`src/rtl/minisys_int_pkg.sv`:
```
// minisys_int_pkg
//   Shared constants for the MiniSys interrupt controller: line count,
//   line assignments from the interrupt source mapper, and the FSM state
//   encodings used by interrupt_controller.
//   No ports (package).
package minisys_int_pkg;

  localparam int NUM_IRQ = 6;
  localparam int ID_W    = $clog2(NUM_IRQ);

  // Line assignments as presented by the interrupt source mapper.
  localparam int IRQ_KEYBOARD = 0;
  localparam int IRQ_S1       = 1;
  localparam int IRQ_S2       = 2;
  localparam int IRQ_S3       = 3;
  localparam int IRQ_S4       = 4;
  localparam int IRQ_S5       = 5;

  // FSM state encodings, kept as plain constants for legacy tools.
  typedef logic [1:0] int_state_t;
  localparam int_state_t ST_IDLE    = 2'b00;
  localparam int_state_t ST_REQ     = 2'b01;
  localparam int_state_t ST_SERVICE = 2'b10;

endpackage

```
`src/rtl/int_sync_edge.sv`:
```
// int_sync_edge
//   Synchronises one asynchronous interrupt line into the clock domain and
//   produces a single-cycle pulse on each rising edge of the synchronised
//   level. History resets to 0, so a line held high across reset release
//   is reported as one rising edge.
// Ports
//   clock   in  1  system clock
//   resetn  in  1  asynchronous active-low reset
//   din     in  1  raw interrupt line (asynchronous)
//   rise    out 1  one-cycle pulse, high for the cycle after the
//                  synchronised level goes 0 -> 1
module int_sync_edge #(
  parameter int SYNC_STAGES = 2
) (
  input  logic clock,
  input  logic resetn,
  input  logic din,
  output logic rise
);

  logic [SYNC_STAGES-1:0] sync_q;
  logic [SYNC_STAGES-1:0] sync_d;
  logic                   hist_q;
  logic                   hist_d;

  // Next-state for the synchroniser shift chain and the edge history.
  always_comb begin
    sync_d = {sync_q[SYNC_STAGES-2:0], din};
    hist_d = sync_q[SYNC_STAGES-1];
  end

  // Synchroniser and history flops.
  always_ff @(posedge clock or negedge resetn) begin
    if (!resetn) begin
      sync_q <= {SYNC_STAGES{1'b0}};
      hist_q <= 1'b0;
    end else begin
      sync_q <= sync_d;
      hist_q <= hist_d;
    end
  end

  // Both operands are flops, so the pulse is glitch-free for the consumer.
  assign rise = sync_q[SYNC_STAGES-1] & ~hist_q;

endmodule

```
`src/rtl/interrupt_controller.sv`:
```
// interrupt_controller
//   Turns the raw interrupt vector from the source mapper into one CPU
//   interrupt request for CP0. Each line is synchronised and its rising
//   edges latched as pending; pending lines are masked by Status.IM, gated
//   by Status.IE and arbitrated by fixed priority (bit 0 highest). A
//   request/acknowledge/return handshake runs with the CPU; no nesting.
// Ports
//   clock        in   1        system clock
//   resetn       in   1        asynchronous active-low reset
//   irq_in       in   NUM_IRQ  raw level interrupt lines (asynchronous)
//   irq_mask     in   NUM_IRQ  CP0 Status.IM, 1 = line enabled
//   global_ie    in   1        CP0 Status.IE, 0 blocks new requests
//   int_ack      in   1        pulse: CPU has taken the exception for int_id
//   eret         in   1        pulse: handler has returned
//   int_req      out  1        registered request to CPU
//   int_id       out  ID_W     registered index being requested/serviced
//   int_pending  out  NUM_IRQ  registered pending vector, unmasked
//   in_service   out  1        registered, high from ack until eret
module interrupt_controller
  import minisys_int_pkg::*;
#(
  parameter int NUM_IRQ     = minisys_int_pkg::NUM_IRQ,
  parameter int SYNC_STAGES = 2
) (
  input  logic                       clock,
  input  logic                       resetn,
  input  logic [NUM_IRQ-1:0]         irq_in,
  input  logic [NUM_IRQ-1:0]         irq_mask,
  input  logic                       global_ie,
  input  logic                       int_ack,
  input  logic                       eret,
  output logic                       int_req,
  output logic [$clog2(NUM_IRQ)-1:0] int_id,
  output logic [NUM_IRQ-1:0]         int_pending,
  output logic                       in_service
);

  localparam int IW = $clog2(NUM_IRQ);

  logic [NUM_IRQ-1:0] rise_s;
  logic [NUM_IRQ-1:0] eligible_s;
  logic [NUM_IRQ-1:0] clr_s;
  logic [IW-1:0]      winner_s;
  logic               any_s;

  int_state_t         state_q;
  int_state_t         state_d;
  logic [NUM_IRQ-1:0] pending_q;
  logic [NUM_IRQ-1:0] pending_d;
  logic               int_req_q;
  logic               int_req_d;
  logic [IW-1:0]      int_id_q;
  logic [IW-1:0]      int_id_d;
  logic               in_service_q;
  logic               in_service_d;

  for (genvar g = 0; g < NUM_IRQ; g++) begin : g_line
    int_sync_edge #(
      .SYNC_STAGES(SYNC_STAGES)
    ) u_sync_edge (
      .clock  (clock),
      .resetn (resetn),
      .din    (irq_in[g]),
      .rise   (rise_s[g])
    );
  end

  // Fixed-priority encoder: scanning downward leaves the lowest set index.
  always_comb begin
    eligible_s = pending_q & irq_mask;
    any_s      = |eligible_s;
    winner_s   = {IW{1'b0}};
    for (int i = NUM_IRQ - 1; i >= 0; i--) begin
      winner_s = eligible_s[i] ? IW'(i) : winner_s;
    end
  end

  // Request/acknowledge/return FSM and pending-clear generation.
  always_comb begin
    state_d      = state_q;
    int_req_d    = int_req_q;
    int_id_d     = int_id_q;
    in_service_d = in_service_q;
    clr_s        = {NUM_IRQ{1'b0}};
    case (state_q)
      ST_IDLE: begin
        in_service_d = 1'b0;
        if (global_ie && any_s) begin
          state_d   = ST_REQ;
          int_req_d = 1'b1;
          int_id_d  = winner_s;
        end else begin
          state_d   = ST_IDLE;
          int_req_d = 1'b0;
        end
      end
      ST_REQ: begin
        // An ack means the CPU already committed to int_id, so it takes
        // precedence over a simultaneous loss of eligibility.
        if (int_ack) begin
          state_d      = ST_SERVICE;
          int_req_d    = 1'b0;
          in_service_d = 1'b1;
          clr_s        = {{(NUM_IRQ-1){1'b0}}, 1'b1} << int_id_q;
        end else if (!global_ie || !any_s) begin
          state_d   = ST_IDLE;
          int_req_d = 1'b0;
        end else begin
          state_d   = ST_REQ;
          int_req_d = 1'b1;
          int_id_d  = winner_s;
        end
      end
      ST_SERVICE: begin
        int_req_d = 1'b0;
        if (eret) begin
          state_d      = ST_IDLE;
          in_service_d = 1'b0;
        end else begin
          state_d      = ST_SERVICE;
          in_service_d = 1'b1;
        end
      end
      default: begin
        state_d      = ST_IDLE;
        int_req_d    = 1'b0;
        in_service_d = 1'b0;
      end
    endcase
    // A fresh edge in the same cycle as the ack-clear must not be lost.
    pending_d = (pending_q & ~clr_s) | rise_s;
  end

  // State, pending and output registers.
  always_ff @(posedge clock or negedge resetn) begin
    if (!resetn) begin
      state_q      <= ST_IDLE;
      pending_q    <= {NUM_IRQ{1'b0}};
      int_req_q    <= 1'b0;
      int_id_q     <= {IW{1'b0}};
      in_service_q <= 1'b0;
    end else begin
      state_q      <= state_d;
      pending_q    <= pending_d;
      int_req_q    <= int_req_d;
      int_id_q     <= int_id_d;
      in_service_q <= in_service_d;
    end
  end

  assign int_req     = int_req_q;
  assign int_id      = int_id_q;
  assign int_pending = pending_q;
  assign in_service  = in_service_q;

endmodule

```
`config.mk`:
```
export PLATFORM = sky130hd
export DESIGN_NAME = interrupt_controller
export DESIGN_NICKNAME = d
export VERILOG_FILES = /design/src/rtl/minisys_int_pkg.sv /design/src/rtl/int_sync_edge.sv /design/src/rtl/interrupt_controller.sv
export SDC_FILE = /design/constraint.sdc
export NUM_CORES = 1
export LEC_CHECK = 0
export CAP_MARGIN = 15
export CORE_AREA = 4 4 53 55
export DETAILED_ROUTE_END_ITERATION = 7
export DIE_AREA = 0 0 57 59
export GPL_TIMING_DRIVEN = 0
export PLACE_DENSITY = 0.78
export SETUP_SLACK_MARGIN = 0.15
export SYNTH_ARGS = -nofsm -noshare
export SYNTH_HDL_FRONTEND = slang
export SYNTH_SLANG_ARGS = --single-unit
```
`constraint.sdc`:
```
create_clock -name clock -period 2.3 [get_ports clock]
set_input_delay 0.23 -clock clock [delete_from_list [all_inputs] [get_ports clock]]
set_output_delay 0.23 -clock clock [all_outputs]
set_load 0.005 [all_outputs]
```
# Word level (Yosys, flattened, before mapping)
# Cells that the tools add are included.
dict set report classes {
  mux 24
  n_reduce_logical 8
  bitwise_logic 16
  order_cmp 0
  eq_ne 6
  div_mod_pow 0
  n_shift 1
  addsub 0
  mul 0
}
# op n
set op_table {}
lappend op_table {{$mux 3} 9}
lappend op_table {{$and 6x6->6} 2}
lappend op_table {{$mux 6} 2}
lappend op_table {{$ne 2x2->1 const B} 4}
lappend op_table {{$mux 1} 7}
lappend op_table {{$and 1x1->1} 6}
lappend op_table {{$not 1->1} 6}
lappend op_table {{$not 6->6} 1}
lappend op_table {{$or 6x6->6} 1}
lappend op_table {{$pmux 2 s3} 1}
lappend op_table {{$pmux 3 s2} 1}
lappend op_table {{$reduce_or 6->1} 1}
lappend op_table {{$shl 1x3->6 const A} 1}
lappend op_table {{$mux 2} 2}
lappend op_table {{$pmux 1 s2} 2}
lappend op_table {{$reduce_and 4->1} 1}
lappend op_table {{$eq 2x1->1 const B} 1}
lappend op_table {{$eq 2x2->1 const B} 1}
lappend op_table {{$logic_not 1->1} 2}
lappend op_table {{$logic_not 2->1} 1}
lappend op_table {{$reduce_bool 2->1} 1}
lappend op_table {{$logic_and 1x1->1} 1}
lappend op_table {{$logic_or 1x1->1} 1}
dict set report totals {
  mem_bits_ro 0
  reg_bits 31
  wordCells 72
  out_inout_bits 11
  ramBits 0
  memories 0
  latch_bits 0
}

# Logic depth before layout (Yosys ltp)
# Gate-level depths: netlist of the first run.
dict set report depth {
  word_depth 10
  depth_mapped 6
}

# Cells and area by module
# From an unflattened synthesis of the first run, not the netlist that was laid out.
dict set report unflattened {
  cells_unflattened 88
  hier_area_um2 1219.9
}
# module area_per_inst_um2 cells_per_inst instances
set modules_own_cells {}
lappend modules_own_cells {interrupt_controller 686.9 64 1}
lappend modules_own_cells {int_sync_edge 88.8 4 6}

# Worst setup path after synthesis of the first run
# OpenSTA, ideal clock, no wires.
dict set report synth_timing {
  path_kind {register to register}
  from {reg state_q[1]}
  to {reg pending_q[2] (netlist: int_pending[2])}
  path_slack_ns 0.996
  setup_ns 0.121
  stages_incl_launch_ff 7
  t_arrival_ns 1.183
  period_less_slack_ns 1.304
  t_required_ns 2.179
  n_path_buf 0
  path_cell_list {dfrtp_1 -> inv_1 -> ha_1 -> nand2_1 -> nor2_1 -> nand3_1 -> a22o_1}
}
dict set report synth_via {
  elab_chain_len 5
}
# element line_no
set synth_rtl {}
lappend synth_rtl {{start: declaration} interrupt_controller.sv:46} ;# int_state_t state_q;
lappend synth_rtl {{start signal: assignment} interrupt_controller.sv:143} ;# state_q <= state_d;
lappend synth_rtl {{$eq 2x1->1} interrupt_controller.sv:85} ;# case (state_q)
lappend synth_rtl {{$mux 6} interrupt_controller.sv:85}
lappend synth_rtl {{$not 6->6} interrupt_controller.sv:131} ;# pending_d = (pending_q & ~clr_s) | rise_s;
lappend synth_rtl {{$and 6x6->6} interrupt_controller.sv:131}
lappend synth_rtl {{$or 6x6->6} interrupt_controller.sv:131}
lappend synth_rtl {{named net pending_d[2]} interrupt_controller.sv:49} ;# logic [NUM_IRQ-1:0] pending_d;
lappend synth_rtl {{end signal: assignment} interrupt_controller.sv:138} ;# pending_q <= {NUM_IRQ{1'b0}};
lappend synth_rtl {{end signal: assignment} interrupt_controller.sv:144} ;# pending_q <= pending_d;
lappend synth_rtl {{end: declaration} interrupt_controller.sv:48} ;# logic [NUM_IRQ-1:0] pending_q;
# The timed path passes the listed nets, and every way through them passes these cells.
# A chain may end at the register's enable or synchronous reset.

# Final worst setup path of the first run
dict set report layout_timing {
  from {reg int_id_q[1] (netlist: int_id[1])}
  to {out int_id[1]}
}
# element line_no
set layout_rtl {}
lappend layout_rtl {{start: declaration} interrupt_controller.sv:52} ;# logic [IW-1:0] int_id_q;
lappend layout_rtl {{start signal: assignment} interrupt_controller.sv:140} ;# int_id_q <= {IW{1'b0}};
lappend layout_rtl {{start signal: assignment} interrupt_controller.sv:146} ;# int_id_q <= int_id_d;
lappend layout_rtl {{end: declaration} interrupt_controller.sv:33} ;# output logic [$clog2(NUM_IRQ)-1:0] int_id,
# No word-level cell between the ends.

==> results.cfg, run 1 <==
[timing]
fin_worst_skew_ns = 0.0151
worstMarginPinSlew_ns = 0.725
maxSlewViolCount = 0
fin_crit_ns = 1.62
rsz0062_at_grt = false
fmax_ghz = 0.617
slew_headroom_pct = 51.5
finalSetupTns_ns = 0
post-route-period-util_pct = 70.4
finalSetupViolations = 0
whs_ns = 0.315
setup_slack_ns = 0.680
hold_violations = 0

[synth]
netlist.area_leader.share_pct = 68.4
synth.largest_area_cell = dfrtp_1
synth_area_leaders = dfrtp_1, ha_1, inv_1
yosysWarningCount = 0
synth_async_sr_flop_share_pct = 100
ys.flop_type = dfrtp_1
yosys.cell_types.count = 24
synth_cells = 86
synth_fp_nets = 107
avgSynthCellArea_um2 = 13.2
ys_top_cells_by_count = dfrtp_1, inv_1, nand2_1, o21ai_0
ys_seq_area_share_pct = 68.4
syn_area_um2 = 1130
synth_edf_count = 0
ys_ff_latch = 31
yosysMostFrequentCell = dfrtp_1

[clock_network]
cts-buffers-inserted = 5
ctsResizeCount = 0
cts_sinks = 31
htree_levels = 2
cts_hold_buf = 0
cts_max_path_buffers = 2
post-cts-setup-buffers = 0
clk_pin_slew_ns = 0.10
insertion_delay_ns = 0.34
clockRootBuffer = clkbuf_4
cts_tree = done

[placement]
dpl.hpwl_um = 1640
post_dp_cell_area_um2 = 1470
gp_congestion = 0.780
place_ws_ns = 0.705
dp_cells = 144
io_buffer_count = 27

[cells_and_area]
fin_cells = 152
multi_input_area_um2 = 320
layout-drive-gt1-share_pct = 9.02
layout.nets = 142
antenna_cells = 0
fill_cells = 197
seq_area_um2 = 776
area_growth_pct = 37.2
fin_area_um2 = 1560

[die]
coreArea_um2 = 2390
io_pins = 28
die_area_um2 = 3360
die_w_um = 57
row_count = 18
die_h_um = 59
start_util_pct = 47.5

[routing]
drt_iter0_drc = 7
num_vias = 788
antenna_left = 0
viasPerCell = 5.18
drcViolationCount = 0
first_pass_iters = 3
wirelength_um = 2230
routedWlPerCell_um = 14.7

[critical_path]
worst_path_largest_cell_delay_ns = 0.56
path_cells = clkdlybuf4s50_1
required_ns = 2.07
worstPathArrival_ns = 1.39
critical_path_class = flip-flop to output pin
worstSetupStartpointType = flip-flop
critPathCaptureType = output pin
cp_max_fo = 8
critical_path.top_delay_family = buffers and inverters
slowest_stage = clkdlybuf4s50_1
path_buf_inv = 1

[global_routing]
grt_max_degree = 19
antenna_found_initial = 0
grt_usage_pct = 15.6
grt_pass1_wl_um = 3750
grt_pass1_vias = 862
grt_overflow_total = 0

[power_and_ir_drop]
power.density_nw_per_um2 = 990
ir_worst_vdd_uv = 616
power.leakage_uw = 0.000717

[run_status]
status = complete, no violations

[job]
cap_violations = 0

[hold_path]
hold_class = input pin to flip-flop
[area by class of cell]
| class | count | area share (%) |
|---|---|---|
| Sequential cell | 31 | 49.9 |
| Clock inverter | 2 | 2.25 |
| Inverter | 10 | 2.41 |
| Clock buffer | 6 | 3.30 |
| Timing Repair Buffer | 28 | 19.1 |
| Tap cell | 30 | 2.41 |
| Multi-Input combinational cell | 45 | 20.6 |
[state kept, by name, summed over array words and instances (netlist names)]
signal / cells
g_line.u_sync_edge.sync_q: 12
g_line.u_sync_edge.hist_q: 6
int_pending: 6
int_id: 3
state_q: 2
in_service: 1
int_req: 1
[per-stage QoR]
step / total power [µW] / util, %
after floorplan: 887 / -
after global placement: 1080 / 60.4
after detailed placement: 1110 / 61.5
after CTS: 1560 / 65.1
after global routing: 1630 / 65.1
final: 1540 / 65.1
[where the power goes]
part	internal, µW	leakage (µW)	switching, µW
clock network	257	0.0000482	184
registers	629	0.000354	93.3
logic	222	0.000315	154
[placed cells by master (no fill, tap or decap), types with 2 or more instances in the layout]
cell type,netlist,final
nor2b_1,2,2
clkbuf_4,0,5
inv_1,10,10
ha_1,4,4
clkdlybuf4s50_1,0,27
o21ai_0,5,5
nand3_1,2,2
a22o_1,3,3
a22oi_1,2,2
nand2_1,7,7
nand4_1,2,2
nand2b_1,2,2
o41ai_1,4,4
dfrtp_1,31,31
[logic make-up (layout without fill, tap and decap cells)]
group / count (synthesis) / in the layout / share of synthesized area, %
DFF: 31 / 31 / 68.4
AOI/OAI and AO/OA: 22 / 22 / 14.3
and+or+nand+nor: 17 / 17 / 7.62
buffers and inverters: 10 / 46 / 3.31
adders and majority gates: 4 / 4 / 4.42
muxes: 2 / 2 / 1.88
[metal layers]
| metal | wire length (µm) | up-vias | global-route usage, % |
|---|---|---|---|
| met3 | 153 | 8 | 6.97 |
| met5 | 0 | - | 0 |
| met2 | 1170 | 24 | 26.6 |
| li1 | - | 375 | - |
| met4 | 70 | 0 | 9.60 |
| met1 | 842 | 381 | 15.8 |
[final timing paths]
kind                                                 startpoint                              end  slack [ns]  depth (start not counted)
worst max-delay path                                  int_id[1]                        int_id[1]        0.68                          1
worst min-delay path                                  irq_in[2]  g_line[2].u_sync_edge.sync_q[0]        0.31                          1
min in group asynchronous                                resetn                          int_req        0.32                          1
max in group asynchronous                                resetn  g_line[3].u_sync_edge.sync_q[0]        1.45                          2
worst max register to register                       state_q[1]                   int_pending[2]        0.80                          6
worst min register to register  g_line[3].u_sync_edge.sync_q[0]  g_line[3].u_sync_edge.sync_q[1]        0.34                          0
Note: power is estimated with default switching activity, not from simulation.
==> run 2, diff against run 1 <==
--- a/config.mk
+++ b/config.mk
@@ -6,11 +6,11 @@
 export NUM_CORES = 1
 export LEC_CHECK = 0
 export CAP_MARGIN = 15
-export CORE_AREA = 4 4 53 55
+export CORE_AREA = 4 4 55 57
 export DETAILED_ROUTE_END_ITERATION = 7
-export DIE_AREA = 0 0 57 59
+export DIE_AREA = 0 0 59 61
 export GPL_TIMING_DRIVEN = 0
-export PLACE_DENSITY = 0.78
+export PLACE_DENSITY = 0.73
 export SETUP_SLACK_MARGIN = 0.15
 export SYNTH_ARGS = -nofsm -noshare
 export SYNTH_HDL_FRONTEND = slang
==> constraint.sdc (replaced) <==
create_clock -name clock -period 1.5 [get_ports clock]
set_input_delay 0.15 -clock clock [delete_from_list [all_inputs] [get_ports clock]]
set_output_delay 0.15 -clock clock [all_outputs]
set_load 0.005 [all_outputs]
==> run 2 against run 1 <==
Effect of this change:
- routed wire length rose by 4.3%
- hold slack lost 0.14 ns
- critical endpoint is now int_pending[5]
- non-clock buffer count rose by 10
- critical path depth up 4
- worst setup slack lost 0.61 ns
- largest cell class unchanged
- sequential share of layout area shrank 3.2 points
- sequential cell count did not move
- highest routed layer is now met3
- register-to-register slack worse by 0.73 ns
- combinational power grew 120%
- largest power group unchanged
- first-iteration DRC count grew 130%
- global-route usage is 1.5 points lower
- sequential power up 47%
==> results.cfg, run 2 (synthesis gave the netlist of run 1 again) <==
[run_status]
status = complete, no violations

[clock_network]
clk_pin_slew_ns = 0.10
cts-buffers-inserted = 5
cts_hold_buf = 0
insertion_delay_ns = 0.32
cts_sinks = 31
htree_levels = 2
clockRootBuffer = clkbuf_4
cts_tree = done
cts_max_path_buffers = 2

[timing]
fin_crit_ns = 1.43
fin_worst_skew_ns = 0.0130
fmax_ghz = 0.699
post-route-period-util_pct = 95.4
worstMarginPinSlew_ns = 0.558
slew_headroom_pct = 62.7
maxSlewViolCount = 0
hold_violations = 0
finalSetupViolations = 0
rsz0062_at_grt = true

[placement]
dpl.hpwl_um = 1560
post_dp_cell_area_um2 = 1470
io_buffer_count = 27
gp_congestion = 0.780

[critical_path]
critPathCaptureType = flip-flop
slowest_stage = dfrtp_1
critical_path_class = flip-flop to flip-flop
required_ns = 1.68
worstPathArrival_ns = 1.61
worst_path_largest_cell_delay_ns = 0.41
worstSetupStartpointType = flip-flop
cp_max_fo = 6
path_cells = inv_2 > ha_4 > nand2_2 > o41ai_1 > o21ai_0

[routing]
num_vias = 837
dr_wl_met3_um = 159
met2_length_um = 1220
antenna_left = 0
viasPerCell = 5.17
drcViolationCount = 0
drt_iter0_drc = 16
wl_met1_um = 951
routedWlPerCell_um = 14.4
highest_layer = met3
wirelength_um = 2330
first_pass_iters = 7

[global_routing]
antenna_found_initial = 0
grt_pass1_wl_um = 3670
grt_max_degree = 23
grt_pass1_vias = 849
grt_overflow_total = 0
grt_usage_pct = 14.1

[die]
row_count = 18
die_w_um = 59
die_h_um = 61
io_pins = 28
die_area_um2 = 3600
start_util_pct = 45.8
coreArea_um2 = 2480

[cells_and_area]
layout-drive-gt1-share_pct = 26.5
regMostFlops = g_line.u_sync_edge.sync_q
fin_area_um2 = 1670
layout.nets = 152
layout_commonest_cell = dfrtp_1
fin_util_pct = 67.3
final_cell_mix = dfrtp_1, clkdlybuf4s50_1, buf_4
largest_register_ffs = 12
antenna_cells = 0
area_growth_pct = 47.1

[power_and_ir_drop]
power.leakage_uw = 0.000789
ir_worst_vdd_uv = 978
power.density_nw_per_um2 = 1410

[job]
cap_violations = 0

[hold_path]
hold_class = input pin to asynchronous set/reset pin
## run 2: cell types whose count changed in the layout (fill, tap and decap cells not counted), sizes merged
| cell | previous run | this run |
|---|---|---|
| bufinv | 1 | 0 |
| clkdlybuf4s50 | 27 | 17 |
| dlygate4sd2 | 0 | 7 |
| clkinvlp | 0 | 1 |
| buf | 1 | 11 |
| dlymetal6s2s | 0 | 3 |
## run 2: routing by layer
metal,up-vias,global-route usage [%]
met5,-,0
met4,0,5.50
met3,0,6.38
met2,29,23.2
met1,419,16.3
li1,389,-
## run 2: metrics by stage
stage / worst slack, ns / setup TNS (ns) / instances / power, µW / hold WS, ns
2_1_floorplan: 0.196 / 0 / 86 / 1360 / -0.146
3_3_place_gp: -0.203 / -6.26 / 143 / 1660 / 0.334
3_5_place_dp: 0.0101 / 0 / 144 / 1700 / 0.341
4_1_cts: 0.151 / 0 / 161 / 2270 / 0.184
5_1_grt: 0.0302 / 0 / 162 / 2510 / 0.190
6_report: 0.0692 / 0 / 162 / 2350 / 0.178
## run 2: worst max-delay path: cells and delay by family, from the launching register on
family	cells	cell delay [ns]
compound gates	2	0.48
flops	1	0.41
fa+ha+maj	1	0.18
simple gates	1	0.12
buf+inv	1	0.11
## run 2: final cells by class
type | instances | area (µm²)
Clock buffer | 6 | 41.3
Clock inverter | 2 | 12.5
Fill cell | 205 | 810
Inverter | 10 | 37.5
Multi-Input combinational cell | 45 | 389
Sequential cell | 31 | 778
Tap cell | 30 | 37.5
Timing Repair Buffer | 38 | 372
## run 2: final timing paths
check,startpoint,end,slack [ns],cells after the start
hold reg to reg,g_line[3].u_sync_edge.sync_q[0],g_line[3].u_sync_edge.sync_q[1],0.35,0
hold / removal,resetn,g_line[3].u_sync_edge.sync_q[1],0.18,1
setup reg to reg,state_q[1],int_pending[5],0.07,5
setup / recovery,state_q[1],int_pending[5],0.07,5
min in group clock,irq_in[2],g_line[2].u_sync_edge.sync_q[0],0.25,1
max in group asynchronous,resetn,int_id[1],0.81,2
## run 2: what timing repair did
item                                    in CTS  in global routing
cloned                                       0                  0
endpoints found under the setup margin      19                 11
pin swaps                                    0                  2
gates resized for setup                     15                 13
buffers inserted                             9                  1
## run 2: power breakdown
| group | internal (µW) | leakage [µW] | switching, µW |
|---|---|---|---|
| registers | 968 | 0.000352 | 91.3 |
| clock network | 181 | 0.0000282 | 267 |
| logic | 458 | 0.000409 | 382 |
| total | 1610 | 0.000789 | 740 |
